<file path="src/rtl/rr_reg_bank_arbiter_if.sv">
// Write/read bus shared between the requesters, consumers and the rr_reg_bank_arbiter bank.
// Requesters drive the master side; the arbiter implements the slave side.
interface rr_reg_bank_arbiter_if #(
   parameter int NREQ   = 4,
   parameter int ADDR_W = 3,
   parameter int WIDTH  = 8
);
   logic                     hold;
   logic [NREQ-1:0]          req;
   logic [NREQ*ADDR_W-1:0]   wr_addr;
   logic [NREQ*WIDTH-1:0]    wr_data;
   logic [NREQ-1:0]          lock;
   logic [NREQ-1:0]          gnt;
   logic                     busy;
   logic [ADDR_W-1:0]        rd_addr;
   logic [WIDTH-1:0]         rd_data;

   modport master (
      output hold, req, wr_addr, wr_data, lock, rd_addr,
      input  gnt, busy, rd_data
   );

   modport slave (
      input  hold, req, wr_addr, wr_data, lock, rd_addr,
      output gnt, busy, rd_data
   );
endinterface

</file>
<file path="src/rtl/rr_reg_bank_arbiter.sv">
// Round-robin arbitrated register bank: one write per cycle among NREQ requesters, async read.
// Optional macro ARB_LOCK_EN: a locked winner keeps top priority instead of advancing rr_ptr.
module rr_reg_bank_arbiter #(
   parameter int NREQ   = 4,
   parameter int DEPTH  = 8,
   parameter int ADDR_W = 3,
   parameter int WIDTH  = 8
) (
   input logic                   clk,
   input logic                   rst,
   rr_reg_bank_arbiter_if.slave  bus
);
   localparam int PTR_W = (NREQ > 1) ? $clog2(NREQ) : 1;

   logic [WIDTH-1:0]  bank_q [DEPTH];
   logic [NREQ-1:0]   gnt_q, gnt_d;
   logic              busy_q, busy_d;
   logic [PTR_W-1:0]  rr_ptr_q, rr_ptr_d;

   logic [NREQ-1:0]   eligible;
   logic [NREQ-1:0]   winner_oh;
   logic [PTR_W-1:0]  winner;
   logic              found;
   logic              wr_en_d;
   logic [ADDR_W-1:0] wr_sel_addr;
   logic [WIDTH-1:0]  wr_sel_data;

   // Scan from rr_ptr upward with wraparound; the first eligible index wins.
   always_comb begin
      eligible  = bus.req & ~gnt_q;
      winner    = '0;
      found     = 1'b0;
      for (int k = 0; k < NREQ; k++) begin
         int idx;
         idx = int'(rr_ptr_q) + k;
         if (idx >= NREQ) idx = idx - NREQ;
         if (!found && eligible[idx]) begin
            found  = 1'b1;
            winner = PTR_W'(idx);
         end
      end
      winner_oh = '0;
      if (found) winner_oh[winner] = 1'b1;
   end

   always_comb begin
      wr_sel_addr = bus.wr_addr[winner*ADDR_W +: ADDR_W];
      wr_sel_data = bus.wr_data[winner*WIDTH +: WIDTH];
      wr_en_d     = found && !bus.hold &&
                    ({1'b0, wr_sel_addr} < (ADDR_W+1)'(DEPTH));
      gnt_d       = '0;
      busy_d      = 1'b0;
      rr_ptr_d    = rr_ptr_q;
      if (!bus.hold) begin
         busy_d = |(eligible & ~winner_oh);
         if (found) begin
            gnt_d = winner_oh;
            if (winner == PTR_W'(NREQ-1)) rr_ptr_d = '0;
            else                          rr_ptr_d = winner + PTR_W'(1);
`ifdef ARB_LOCK_EN
            if (bus.lock[winner]) rr_ptr_d = winner;
`endif
         end
      end
   end

   always_ff @(posedge clk or posedge rst) begin
      if (rst) begin
         gnt_q    <= '0;
         busy_q   <= 1'b0;
         rr_ptr_q <= '0;
      end else begin
         gnt_q    <= gnt_d;
         busy_q   <= busy_d;
         rr_ptr_q <= rr_ptr_d;
      end
   end

   // Each entry only loads when the granted write targets it.
   for (genvar e = 0; e < DEPTH; e++) begin : g_bank
      always_ff @(posedge clk or posedge rst) begin
         if (rst)
            bank_q[e] <= '0;
         else if (wr_en_d && (wr_sel_addr == ADDR_W'(e)))
            bank_q[e] <= wr_sel_data;
      end
   end

   always_comb begin
      bus.gnt  = gnt_q;
      bus.busy = busy_q;
      if ({1'b0, bus.rd_addr} < (ADDR_W+1)'(DEPTH))
         bus.rd_data = bank_q[bus.rd_addr];
      else
         bus.rd_data = '0;
   end
endmodule

</file>
<file path="src/flat_wrapper.sv">
// flat-port wrapper written by rule: the top's interface ports become plain ports
module rr_reg_bank_arbiter_flat 
#(
   parameter int NREQ   = 4,
   parameter int DEPTH  = 8,
   parameter int ADDR_W = 3,
   parameter int WIDTH  = 8
)
  (clk, rst, bus_hold, bus_req, bus_wr_addr, bus_wr_data, bus_lock, bus_rd_addr, bus_gnt, bus_busy, bus_rd_data);
  rr_reg_bank_arbiter_if #(.NREQ(NREQ), .ADDR_W(ADDR_W), .WIDTH(WIDTH)) bus_i ();
  input logic clk;
  input logic rst;
  input wire logic [$bits(bus_i.hold)-1:0] bus_hold;
  input wire logic [$bits(bus_i.req)-1:0] bus_req;
  input wire logic [$bits(bus_i.wr_addr)-1:0] bus_wr_addr;
  input wire logic [$bits(bus_i.wr_data)-1:0] bus_wr_data;
  input wire logic [$bits(bus_i.lock)-1:0] bus_lock;
  input wire logic [$bits(bus_i.rd_addr)-1:0] bus_rd_addr;
  output wire logic [$bits(bus_i.gnt)-1:0] bus_gnt;
  output wire logic [$bits(bus_i.busy)-1:0] bus_busy;
  output wire logic [$bits(bus_i.rd_data)-1:0] bus_rd_data;
  assign bus_i.hold = bus_hold;
  assign bus_i.req = bus_req;
  assign bus_i.wr_addr = bus_wr_addr;
  assign bus_i.wr_data = bus_wr_data;
  assign bus_i.lock = bus_lock;
  assign bus_i.rd_addr = bus_rd_addr;
  assign bus_gnt = bus_i.gnt;
  assign bus_busy = bus_i.busy;
  assign bus_rd_data = bus_i.rd_data;
  rr_reg_bank_arbiter #(.NREQ(NREQ), .DEPTH(DEPTH), .ADDR_W(ADDR_W), .WIDTH(WIDTH)) u_core (.clk(clk), .rst(rst), .bus(bus_i));
endmodule
</file>
<file path="config.mk">
export PLATFORM = sky130hd
export DESIGN_NAME = rr_reg_bank_arbiter_flat
export DESIGN_NICKNAME = d
export VERILOG_FILES = /design/src/rtl/rr_reg_bank_arbiter_if.sv /design/src/rtl/rr_reg_bank_arbiter.sv /design/src/flat_wrapper.sv
export SDC_FILE = /design/constraint.sdc
export NUM_CORES = 1
export LEC_CHECK = 0
export ABC_AREA = 1
export BUFFER_PORTS_ARGS = -buffer_cell sky130_fd_sc_hd__buf_4
export CORE_MARGIN = 2
export CORE_UTILIZATION = 45
export CTS_BUF_LIST = sky130_fd_sc_hd__clkbuf_8
export CTS_CLUSTER_DIAMETER = 80
export DETAILED_ROUTE_END_ITERATION = 10
export PLACE_DENSITY_LB_ADDON = 0.2
export SYNTH_ARGS = -nofsm -noshare
export SYNTH_HDL_FRONTEND = slang
export SYNTH_SLANG_ARGS = --single-unit
</file>
<file path="constraint.sdc">
create_clock -name clk -period 7.1 [get_ports clk]
set_clock_uncertainty 0.15 [all_clocks]
set_input_delay 1.775 -clock clk [delete_from_list [all_inputs] [get_ports clk]]
set_output_delay 1.775 -clock clk [all_outputs]
set_load 0.005 [all_outputs]
</file>
==> impl_metrics.py <==
metrics = {
    "status": {
        "status": "finished, final reports clean",
    },
    "grt": {
        "grt_pass1_wl_um": 19100,
        "grt.total_usage_pct": 23.5,
        "grt_overflow": 0,
        "grt_max_degree": 72,
        "antenna_found_initial": 0,
        "grt_pass1_vias": 3963,
    },
    "sta": {
        "max_freq_mhz": 183,
        "setup_violations": 0,
        "worstMarginPinSlew_ps": 922,
        "rsz0062_at_grt": "false",
        "relSlewSlack_pct": 38.5,
        "maxSlewViolCount": 0,
        "period_minus_slack_ps": 5450,
        "period_share_pct": 76.8,
        "hold_slack_ps": 319,
        "tns_ps": 0,
        "hold_viol": 0,
    },
    "worst_setup_path": {
        "cp.required_ps": 5180,
        "reg2reg_depth": 13,
        "path_buf_inv": 3,
        "critPathKind": "in2out",
        "cp-startpoint": "bus_rd_addr[0]",
        "slowest_delay_ps": 710,
        "path_cells": "buf_4 -> inv_1 -> o21ai_0 -> o22ai_1 -> nor2_1 -> a31oi_1 -> buf_4",
        "cp_common_cell": "buf_4",
        "endpoint_kind": "output pin",
        "arrival_ps": 3530,
        "crit_fanout": 33,
        "crit_slowest_cell": "inv_1",
        "cp-start-kind": "input pin",
        "r2r_start": "u_core.rr_ptr_q[0]$_DFFE_PP0P_",
        "reg2reg_slack_ps": 3340,
        "reg2reg_to": "u_core.bank_q[24]$_DFFE_PP0P_",
        "path_delay_family": "buffers and inverters",
    },
    "floorplanning": {
        "dieArea_um2": 10500,
        "core_um2": 9330,
        "ios": 71,
        "rows": 35,
        "start_util_pct": 46.7,
        "die-height_um": 102,
        "die_x_um": 102,
    },
    "detailed_routing": {
        "vias": 4156,
        "postRouteAntennaNets": 0,
        "viasPerCell": 5.25,
        "first_pass_iters": 5,
        "wl_um": 11500,
        "wl_per_cell_um": 14.5,
        "drtIter0Drc": 287,
        "drc": 0,
    },
    "clocking": {
        "cts_root_buf": "clkbuf_8",
        "insertion_delay_ps": 340,
        "cts_made_buffers": 9,
        "post_cts_buffers": 0,
        "cts_resized": 0,
        "cts_tree": "done",
        "cts_hold_buf": 0,
        "cts_sinks": 71,
        "path_clk_slew_ps": 70,
        "cts_buffer_depth": 2,
        "cts_max_level": 3,
    },
    "worst_hold_path": {
        "hp-start": "u_core.bank_q[18]$_DFFE_PP0P_",
        "hold_depth": 2,
        "hp-class": "reg2reg",
        "min_to": "u_core.bank_q[18]$_DFFE_PP0P_",
    },
    "logic_synthesis": {
        "synth_area_per_cell_um2": 7.17,
        "netlist_area_um2": 4350,
        "seq_area_frac_synth_pct": 40.8,
        "synth-xor-area-share_pct": 0,
        "synth-simple-area-share_pct": 41.5,
        "yosys_warnings": 0,
        "synth-seq-cells": 71,
        "synth_top_family_by_area": "simple AND/OR/NAND/NOR gates",
        "synth_nets": 669,
        "synth-compound-area-share_pct": 9.17,
        "muxShareOfSynthArea_pct": 0,
        "synthCells": 607,
        "synth.distinct_cells": 27,
        "synth_fa_ha_area_share_pct": 1.15,
    },
    "cells_and_area": {
        "fin_nets": 719,
        "n_fill_cell": 935,
        "area_delta_synth_final_pct": 15.9,
        "fin_util_pct": 54.1,
        "n_antenna_cell": 0,
        "drive_above_1_share_pct": 16.5,
    },
    "placed_design": {
        "io_buffers": 66,
        "gp_congestion": 0.874,
        "hpwl_um": 7620,
    },
    "run": {
        "maxCapViolCount": 0,
    },
}
-- layout make-up --
class	instances	area [um2]	share of cell area (%)
Multi-Input combinational cell	469	2260	44.7
Sequential cell	71	1780	35.2
Clock inverter	6	61.3	1.22
Clock buffer	10	138	2.73
Timing Repair Buffer	67	503	9.97
Tap cell	129	161	3.20
Inverter	39	149	2.95
-- worst max-delay path by stage --
stage | slack (ps) | end | cells past startpoint
2_1_floorplan | 2590 | bus_rd_data[5] | 6
3_3_place_gp | 1650 | bus_rd_data[6] | 7
3_5_place_dp | 1660 | bus_rd_data[5] | 7
4_1_cts | 1660 | bus_rd_data[5] | 7
5_1_grt | 1500 | bus_rd_data[4] | 7
6_report | 1650 | bus_rd_data[4] | 7
-- synthesized netlist by cell type --
cell,number,area share [%]
buf_4,12,2.1
nand3_1,105,12
nand2_4,4,1.0
o211ai_1,16,2.8
nand3b_1,1,0.17
nand4_1,1,0.14
clkbuf_1,9,0.78
inv_1,37,3.2
inv_2,1,0.086
o22ai_1,8,1.1
nor2_8,4,1.8
nand2_1,204,18
o21ai_0,33,3.8
buf_6,2,0.52
nor2_1,63,5.4
nor2_4,3,0.78
buf_2,5,0.57
a21oi_1,1,0.11
nand4_2,1,0.29
dfrtp_1,71,41
a31oi_1,8,1.1
a41oi_1,1,0.20
ha_1,4,1.1
nand3_2,5,1.1
nand2_2,5,0.72
nor2_2,2,0.29
inv_4,1,0.14
-- placed cells by master, fill, tap and decap left out, types with 8 or more instances in the layout --
master / n
clkbuf_8: 10
nand3_1: 105
o21ai_0: 33
dfrtp_1: 71
nor2_1: 63
buf_4: 67
a31oi_1: 8
nand2_1: 204
o22ai_1: 8
o211ai_1: 16
inv_1: 37
-- worst reg2reg max path, stage by stage (launching register included) --
cell,delay (ps)
dfrtp_1,610
nand3_1,210
nand3_1,120
nand2_1,120
nand3_1,130
nand3_2,230
nand2_4,460
nand2_1,100
nand3_1,80
nand2_1,110
nor2_4,640
nand2_1,480
nand2_1,160
nand2_1,70
-- kinds of logic (layout without fill, tap and decap cells) --
| kind of cell | after synthesis | count (layout) |
|---|---|---|
| AOI/OAI and AO/OA | 67 | 67 |
| and+or+nand+nor | 398 | 398 |
| adders and majority gates | 4 | 4 |
| buffers and inverters | 67 | 122 |
| DFF | 71 | 71 |
-- registers in the layout, indices dropped and copies added, names as in the netlist --
signal / count
u_core.bus.gnt: 4
u_core.bank_q: 64
u_core.rr_ptr_q: 2
u_core.bus.busy: 1
-- per-stage QoR --
step | setup WS [ps] | instance area [um2] | cells
2_1_floorplan | 2590 | 4350 | 607
3_3_place_gp | 1650 | 4850 | 775
3_5_place_dp | 1660 | 4850 | 775
4_1_cts | 1660 | 5040 | 791
5_1_grt | 1500 | 5040 | 791
6_report | 1650 | 5040 | 791
-- layer usage --
layer / up-vias / wire, um / global-route usage [%]
li1: 2090 / - / -
met1: 1902 / 5380 / 32.0
met2: 150 / 5260 / 37.9
met3: 14 / 660 / 4.79
met4: 0 / 179 / 7.49
met5: - / 0 / 0
Power is left out: the tool's default activity adds up to more than one toggle a clock period on the data nets, which glitch-free logic cannot reach.
